`src/rtl/instr_queue_if.sv`:
```
// Instruction queue handshake bundle between IF (producer), the queue and ID
// (consumer).
//   master : environment side. Drives IN_* and OUT_READY, and observes the
//            queue outputs.
//   slave  : queue side. Accepts IN_*, presents OUT_*, and reports
//            COUNT/ALMOST_FULL.
// Parameters:
//   INSTR_W : instruction width in bits.
//   PC_W    : PC width in bits.
//   DEPTH   : number of storage entries; sets the COUNT width.
interface instr_queue_if #(
  parameter int unsigned INSTR_W = 32,
  parameter int unsigned PC_W    = 32,
  parameter int unsigned DEPTH   = 8
) ();
  localparam int unsigned CW = $clog2(DEPTH) + 1;

  logic               IN_VALID;
  logic [INSTR_W-1:0] IN_INSTR;
  logic [PC_W-1:0]    IN_PC;
  logic               IN_READY;
  logic               OUT_VALID;
  logic [INSTR_W-1:0] OUT_INSTR;
  logic [PC_W-1:0]    OUT_PC;
  logic               OUT_READY;
  logic [CW-1:0]      COUNT;
  logic               ALMOST_FULL;

  modport master (
    output IN_VALID, IN_INSTR, IN_PC, OUT_READY,
    input  IN_READY, OUT_VALID, OUT_INSTR, OUT_PC, COUNT, ALMOST_FULL
  );

  modport slave (
    input  IN_VALID, IN_INSTR, IN_PC, OUT_READY,
    output IN_READY, OUT_VALID, OUT_INSTR, OUT_PC, COUNT, ALMOST_FULL
  );
endinterface

```
`src/rtl/instr_queue.sv`:
```
// IF->ID instruction queue: a circular buffer with an optional registered
// output stage.
// Ports:
//   CLK     : single clock; all state changes on its rising edge.
//   RESET_N : asynchronous active-low reset; clears the pointers and the
//             output stage.
//   FLUSH   : synchronous discard of every queued entry and of the output
//             stage. It has priority over enqueue and dequeue.
//   q       : instr_queue_if.slave. Carries the IN_* handshake, the OUT_*
//             handshake, COUNT and ALMOST_FULL.
// Parameters:
//   INSTR_W, PC_W : instruction and PC widths.
//   DEPTH         : number of storage entries; a power of two, 2..64.
//   FWFT          : 1 = first-word fall-through, 0 = registered output stage.
//   AF_MARGIN     : ALMOST_FULL is set when COUNT >= DEPTH - AF_MARGIN.
module instr_queue #(
  parameter int unsigned INSTR_W   = 32,
  parameter int unsigned PC_W      = 32,
  parameter int unsigned DEPTH     = 8,
  parameter int unsigned FWFT      = 1,
  parameter int unsigned AF_MARGIN = 2
) (
  input  logic          CLK,
  input  logic          RESET_N,
  input  logic          FLUSH,
  instr_queue_if.slave  q
);
  localparam int unsigned AW = $clog2(DEPTH);
  localparam int unsigned PW = AW + 1;

  logic [INSTR_W-1:0] instr_mem [DEPTH];
  logic [PC_W-1:0]    pc_mem    [DEPTH];

  logic [PW-1:0] wr_ptr_q, wr_ptr_d;
  logic [PW-1:0] rd_ptr_q, rd_ptr_d;
  logic [PW-1:0] count;
  logic          full, empty, push, pop;

  assign full  = (wr_ptr_q[AW-1:0] == rd_ptr_q[AW-1:0]) && (wr_ptr_q[AW] != rd_ptr_q[AW]);
  assign empty = (wr_ptr_q == rd_ptr_q);
  assign count = wr_ptr_q - rd_ptr_q;

  // Readiness is taken from the registered full flag only, so a pop on the
  // same edge never opens a slot in a full queue.
  assign q.IN_READY    = !full && RESET_N;
  assign q.COUNT       = count;
  assign q.ALMOST_FULL = (count >= PW'(DEPTH - AF_MARGIN));

  assign push = q.IN_VALID && q.IN_READY && !FLUSH;

  always_comb begin
    wr_ptr_d = wr_ptr_q;
    rd_ptr_d = rd_ptr_q;
    if (FLUSH) begin
      wr_ptr_d = '0;
      rd_ptr_d = '0;
    end else begin
      if (push) wr_ptr_d = wr_ptr_q + PW'(1);
      if (pop)  rd_ptr_d = rd_ptr_q + PW'(1);
    end
  end

  always_ff @(posedge CLK or negedge RESET_N) begin
    if (!RESET_N) begin
      wr_ptr_q <= '0;
      rd_ptr_q <= '0;
    end else begin
      wr_ptr_q <= wr_ptr_d;
      rd_ptr_q <= rd_ptr_d;
    end
  end

  // The storage array needs no reset: an entry is only visible while the
  // pointers mark it as occupied.
  always_ff @(posedge CLK) begin
    if (push) begin
      instr_mem[wr_ptr_q[AW-1:0]] <= q.IN_INSTR;
      pc_mem[wr_ptr_q[AW-1:0]]    <= q.IN_PC;
    end
  end

  if (FWFT != 0) begin : g_fwft
    assign pop         = !empty && q.OUT_READY && !FLUSH;
    assign q.OUT_VALID = !empty;
    assign q.OUT_INSTR = empty ? '0 : instr_mem[rd_ptr_q[AW-1:0]];
    assign q.OUT_PC    = empty ? '0 : pc_mem[rd_ptr_q[AW-1:0]];
  end else begin : g_oreg
    logic               ov_q, ov_d;
    logic [INSTR_W-1:0] oi_q, oi_d;
    logic [PC_W-1:0]    op_q, op_d;

    // The output register refills from storage when it is empty or is being
    // consumed on this edge. The refill is what removes the entry from
    // storage.
    assign pop = !empty && (!ov_q || q.OUT_READY) && !FLUSH;

    always_comb begin
      ov_d = ov_q;
      oi_d = oi_q;
      op_d = op_q;
      if (FLUSH) begin
        ov_d = 1'b0;
        oi_d = '0;
        op_d = '0;
      end else if (pop) begin
        ov_d = 1'b1;
        oi_d = instr_mem[rd_ptr_q[AW-1:0]];
        op_d = pc_mem[rd_ptr_q[AW-1:0]];
      end else if (ov_q && q.OUT_READY) begin
        ov_d = 1'b0;
        oi_d = '0;
        op_d = '0;
      end
    end

    always_ff @(posedge CLK or negedge RESET_N) begin
      if (!RESET_N) begin
        ov_q <= 1'b0;
        oi_q <= '0;
        op_q <= '0;
      end else begin
        ov_q <= ov_d;
        oi_q <= oi_d;
        op_q <= op_d;
      end
    end

    assign q.OUT_VALID = ov_q;
    assign q.OUT_INSTR = oi_q;
    assign q.OUT_PC    = op_q;
  end
endmodule

```
`src/flat_wrapper.sv`:
```
// flat-port wrapper written by rule: the top's interface ports become plain ports
module instr_queue_flat 
#(
  parameter int unsigned INSTR_W   = 32,
  parameter int unsigned PC_W      = 32,
  parameter int unsigned DEPTH     = 8,
  parameter int unsigned FWFT      = 1,
  parameter int unsigned AF_MARGIN = 2
)
  (CLK, RESET_N, FLUSH, q_IN_VALID, q_IN_INSTR, q_IN_PC, q_OUT_READY, q_IN_READY, q_OUT_VALID, q_OUT_INSTR, q_OUT_PC, q_COUNT, q_ALMOST_FULL);
  instr_queue_if #(.INSTR_W(INSTR_W), .PC_W(PC_W), .DEPTH(DEPTH)) q_i ();
  input  logic CLK;
  input  logic RESET_N;
  input  logic FLUSH;
  input wire logic [$bits(q_i.IN_VALID)-1:0] q_IN_VALID;
  input wire logic [$bits(q_i.IN_INSTR)-1:0] q_IN_INSTR;
  input wire logic [$bits(q_i.IN_PC)-1:0] q_IN_PC;
  input wire logic [$bits(q_i.OUT_READY)-1:0] q_OUT_READY;
  output wire logic [$bits(q_i.IN_READY)-1:0] q_IN_READY;
  output wire logic [$bits(q_i.OUT_VALID)-1:0] q_OUT_VALID;
  output wire logic [$bits(q_i.OUT_INSTR)-1:0] q_OUT_INSTR;
  output wire logic [$bits(q_i.OUT_PC)-1:0] q_OUT_PC;
  output wire logic [$bits(q_i.COUNT)-1:0] q_COUNT;
  output wire logic [$bits(q_i.ALMOST_FULL)-1:0] q_ALMOST_FULL;
  assign q_i.IN_VALID = q_IN_VALID;
  assign q_i.IN_INSTR = q_IN_INSTR;
  assign q_i.IN_PC = q_IN_PC;
  assign q_i.OUT_READY = q_OUT_READY;
  assign q_IN_READY = q_i.IN_READY;
  assign q_OUT_VALID = q_i.OUT_VALID;
  assign q_OUT_INSTR = q_i.OUT_INSTR;
  assign q_OUT_PC = q_i.OUT_PC;
  assign q_COUNT = q_i.COUNT;
  assign q_ALMOST_FULL = q_i.ALMOST_FULL;
  instr_queue #(.INSTR_W(INSTR_W), .PC_W(PC_W), .DEPTH(DEPTH), .FWFT(FWFT), .AF_MARGIN(AF_MARGIN)) u_core (.CLK(CLK), .RESET_N(RESET_N), .FLUSH(FLUSH), .q(q_i));
endmodule
```
`config.mk`:
```
export PLATFORM = sky130hd
export DESIGN_NAME = instr_queue_flat
export DESIGN_NICKNAME = d
export VERILOG_FILES = /design/src/rtl/instr_queue_if.sv /design/src/rtl/instr_queue.sv /design/src/flat_wrapper.sv
export SDC_FILE = /design/constraint.sdc
export NUM_CORES = 1
export LEC_CHECK = 0
export BUFFER_PORTS_ARGS = -buffer_cell sky130_fd_sc_hd__clkbuf_2
export CAP_MARGIN = 5
export CORE_MARGIN = 3
export CORE_UTILIZATION = 54
export DETAILED_ROUTE_END_ITERATION = 6
export GPL_TIMING_DRIVEN = 0
export PLACE_DENSITY = 0.76
export SYNTH_ARGS = -nofsm -noshare
export SYNTH_HDL_FRONTEND = slang
export SYNTH_SLANG_ARGS = --single-unit
```
`constraint.sdc`:
```
create_clock -name CLK -period 6.24 [get_ports CLK]
set_input_delay 0.312 -clock CLK [delete_from_list [all_inputs] [get_ports CLK]]
set_output_delay 0.312 -clock CLK [all_outputs]
set_load 0.01 [all_outputs]
```
==> impl_table.tex <==
\begin{tabular}{lr}
\hline
Metric & Value \\
\hline
\multicolumn{2}{l}{\textbf{Final layout}} \\
Total Nets Final & 1,123 \\
Area Overhead vs Synth & 17.56\% \\
Final Cell Area & 23,310 um\^{}2 \\
Post-layout utilization of the core & 0.6489 \\
Fraction of final layout cells with drive strength greater than 1 & 0.3871 \\
\multicolumn{2}{l}{\textbf{Job}} \\
Max-Cap Viols & 0 \\
\multicolumn{2}{l}{\textbf{Clock tree}} \\
Clock Tree Root & clkbuf\_16 \\
Clk sinks & 520 \\
Number of resized instances in the post-cts repair step & 0 \\
Number of H-tree levels & 2 \\
Buffer count from post-CTS setup fixing & 0 \\
Count of hold-fix buffers inserted at cts & 1 \\
TritonCTS clock tree & yes \\
Clock slew at the register clock pins of the worst setup and hold paths & 60 ps \\
Clk\_lat worst skew & 550 ps \\
Maximum buffer depth of the clock tree & 3 \\
Total CTS buffers & 50 \\
\multicolumn{2}{l}{\textbf{Global routing}} \\
Global Route Usage Sum & 0.2133 \\
Global-route wire length before repair & 61,410 um \\
Antenna violations before repair & 3 \\
Maximum number of pins on one net before global-route repair & 26 \\
Total grt overflow & 0 \\
Number of global-route vias before repair & 9,936 \\
\multicolumn{2}{l}{\textbf{Die}} \\
Site Rows & 69 \\
IO Pins & 140 \\
Height of the chip & 197.6 um \\
Core ar. & 35,910 um\^{}2 \\
Die span in x & 197.6 um \\
DIE AREA & 39,050 um\^{}2 \\
Effective utilization at floorplan & 0.5520 \\
\multicolumn{2}{l}{\textbf{STA}} \\
Fraction of the cycle the final worst path needs & 0.7382 \\
Worst slew margin relative to its limit & 0.3072 \\
Maximum clock skew at final layout & 25.70 ps \\
Finish-stage setup viols & 0 \\
Fin. max-slew vios & 0 \\
Total negative slack & 0 ps \\
F\_max & 217.1 MHz \\
Hold Violations, Final & 0 \\
Setup repair after global routing missed its margin & false \\
Least-Margin Pin Slew & 1034 ps \\
Minimum hold slack & 39.93 ps \\
Time the worst path needs with I/O delays and setup & 4606 ps \\
\multicolumn{2}{l}{\textbf{Setup path}} \\
FF-to-FF Start & u\_core.rd\_ptr\_q[1] \\
Depth of the most critical reg-to-reg path & 14 \\
Kind of launch point of the worst setup path & flip-flop \\
Register-to-Register Setup Slack & 1630 ps \\
Critical R2R Capture & u\_core.instr\_mem[6][10] \\
Endpoint class of the critical path & flip-flop \\
Worst setup path start & u\_core.rd\_ptr\_q[1] \\
End of the critical path & u\_core.instr\_mem[6][10] \\
Largest fanout on the critical path & 10 \\
Worst endpoint data arrival time & 4850 ps \\
Critical Path RT & 6490 ps \\
Startpoint-to-endpoint class of the critical path & reg2reg \\
\multicolumn{2}{l}{\textbf{Synthesis}} \\
Yosys top cell by area & edfxtp\_1 \\
Post-synthesis cell count & 824 \\
Area of the mapped netlist & 19,830 um\^{}2 \\
Yosys warns & 0 \\
Flops \& latches, synth & 520 \\
Biggest area contributors in the synthesized netlist & edfxtp\_1 (78\%), mux4\_2 (15\%), a22o\_1 (2.8\%), dfrtp\_1 (1.0\%), buf\_6 (0.45\%) \\
Synthesized area divided by synthesized cell count & 24.06 um\^{}2 \\
Number of distinct library cells after synthesis & 33 \\
Sequential area share after synthesis & 0.7856 \\
Synthesized Nets & 899 \\
Area share of the largest cell type after synthesis & 0.7755 \\
\multicolumn{2}{l}{\textbf{Placed design}} \\
IO Port Bufs & 139 \\
Global placer's final weighted congestion & 0.7542 \\
Final HPWL from detailed placement & 25,750 um \\
Post-Place Cell Area & 21,700 um\^{}2 \\
\multicolumn{2}{l}{\textbf{Route}} \\
Met1 wire length & 16,820 um \\
Number of antenna-violating nets in the routed design & 0 \\
Detail Route met3 WL & 2596 um \\
Detail-routed via count per cell & 6.052 \\
Post-route DRC violation count & 0 \\
Top Layer Used & met5 \\
Count of vias placed by the detailed router & 9,368 \\
Met2 wire length & 20,040 um \\
Violation count after the first detailed-route iteration & 834 \\
Drt pass-1 iters & 5 \\
Final wirelength & 40,570 um \\
Mean routed wirelength per cell & 26.21 um \\
\multicolumn{2}{l}{\textbf{Pwr}} \\
Overall power consumption & 7.661 mW \\
Largest vdd supply drop & 228.6 uV \\
Part of the power in registers & 0.505 \\
Logic gate share of total power & 0.119 \\
Sw Ratio & 0.2202 \\
P per Cell Area & 328.7 nW/um\^{}2 \\
Cell internal power dissipation & 5.975 mW \\
Clk network pwr share & 0.376 \\
P\_sw & 1.687 mW \\
Leakage power summed over all cells & 7.693 nW \\
\multicolumn{2}{l}{\textbf{Run status}} \\
Status & finished, final reports clean \\
\multicolumn{2}{l}{\textbf{Hold path}} \\
Worst hold path class & in2reg \\
\hline
\end{tabular}
-- cells by family (layout without fill, tap and decap cells) --
group | after synthesis | count (layout) | synth area share
AO/OA/AOI/OAI | 75 | 75 | 0.03238
XOR/XNOR | 9 | 9 | 0.004734
buffers and inverters | 50 | 311 | 0.01849
AND/OR/NAND/NOR | 34 | 34 | 0.008142
flip-flops | 520 | 520 | 0.7856
adder cells (fa/ha/maj) | 6 | 6 | 0.004165
multiplexers | 130 | 130 | 0.1465
other | 0 | 2 | 0
-- through the flow --
stage                     worst slack [ps]  cells
after detailed placement              1559   1456
after CTS                             1553   1546
final                                 1634   1548
after global placement               -5780   1424
after global routing                  1377   1548
after floorplan                     -612.8    824
-- power by group through the flow --
stage	clock network [mW]	registers [mW]	logic, mW
final	2.88	3.87	0.911
after global routing	3.07	3.87	0.989
after CTS	2.94	3.87	0.934
after detailed placement	0	3.94	0.929
after global placement	0	3.95	0.908
after floorplan	0	3.94	0.597
-- sequential cells by signal, summed over array words and instances, names as in the netlist --
signal and count:
u_core.instr_mem 256, u_core.pc_mem 256, u_core.rd_ptr_q 4, u_core.wr_ptr_q 4
-- routing by layer --
| layer | vias to the layer above | global-route usage |
|---|---|---|
| li1 | 4005 | - |
| met1 | 4909 | 0.3085 |
| met2 | 373 | 0.3393 |
| met3 | 79 | 0.03855 |
| met4 | 2 | 0.06946 |
| met5 | - | 0 |
-- critical path: stages, from the launching register on --
cell,delay [ps]
dfrtp_1,430
clkbuf_1,360
buf_2,360
buf_2,360
inv_1,90
ha_1,340
and3_1,160
buf_2,190
a21oi_2,270
nand3_1,170
nor3_2,810
buf_6,260
buf_6,170
buf_6,140
buf_6,150
-- cell usage after synthesis (all sizes together) --
library cell and n:
ha 5, xor2 2, o21ai 1, nand3 5, inv 6, mux4 128
and3 1, mux2 1, nand4 2, o211ai 1, dfrtp 8, xnor2 7
buf 37, nand3b 4, nor3 2, nor2b 1, clkbuf 7, mux2i 1
a22o 64, fa 1, nor2 14, a21boi 1, a21oi 7, a21o 1
nand2 5, edfxtp 512
-- layout make-up --
cell class                      instances  area (um^2)
Sequential cell                       520        15570
Fill cell                            2354        12610
Multi-Input combinational cell        254         3939
Clock buffer                           64         1428
Timing Repair Buffer                  172         1251
Tap cell                              461        576.8
Buffer                                 44        344.1
Clock inverter                         25        165.2
Inverter                                6        22.52
Antenna cell                            2        5.005
-- layout by cell type, fill, tap and decap left out, types with 8 or more instances in the layout --
cell type	instances
mux4_2	128
clkbuf_16	53
clkinv_1	13
buf_8	8
edfxtp_1	512
nor2_1	8
clkinv_2	9
dfrtp_1	8
buf_2	14
clkbuf_2	139
buf_6	22
a22o_1	64
buf_12	11
buf_4	9
clkbuf_1	12
-- worst min-delay path by stage --
stage	endpoint	cells after the start	start	slack [ps]
finish	u_core.pc_mem[6][12]	1	q_IN_PC[12]	40
global route	u_core.instr_mem[2][22]	1	q_IN_INSTR[22]	30
CTS	u_core.instr_mem[6][18]	1	q_IN_INSTR[18]	10
detailed placement	u_core.wr_ptr_q[1]	1	RESET_N	200
global placement	u_core.wr_ptr_q[2]	1	RESET_N	190
floorplan	u_core.rd_ptr_q[0]	0	RESET_N	20
Note: power is estimated with default switching activity, not from simulation.
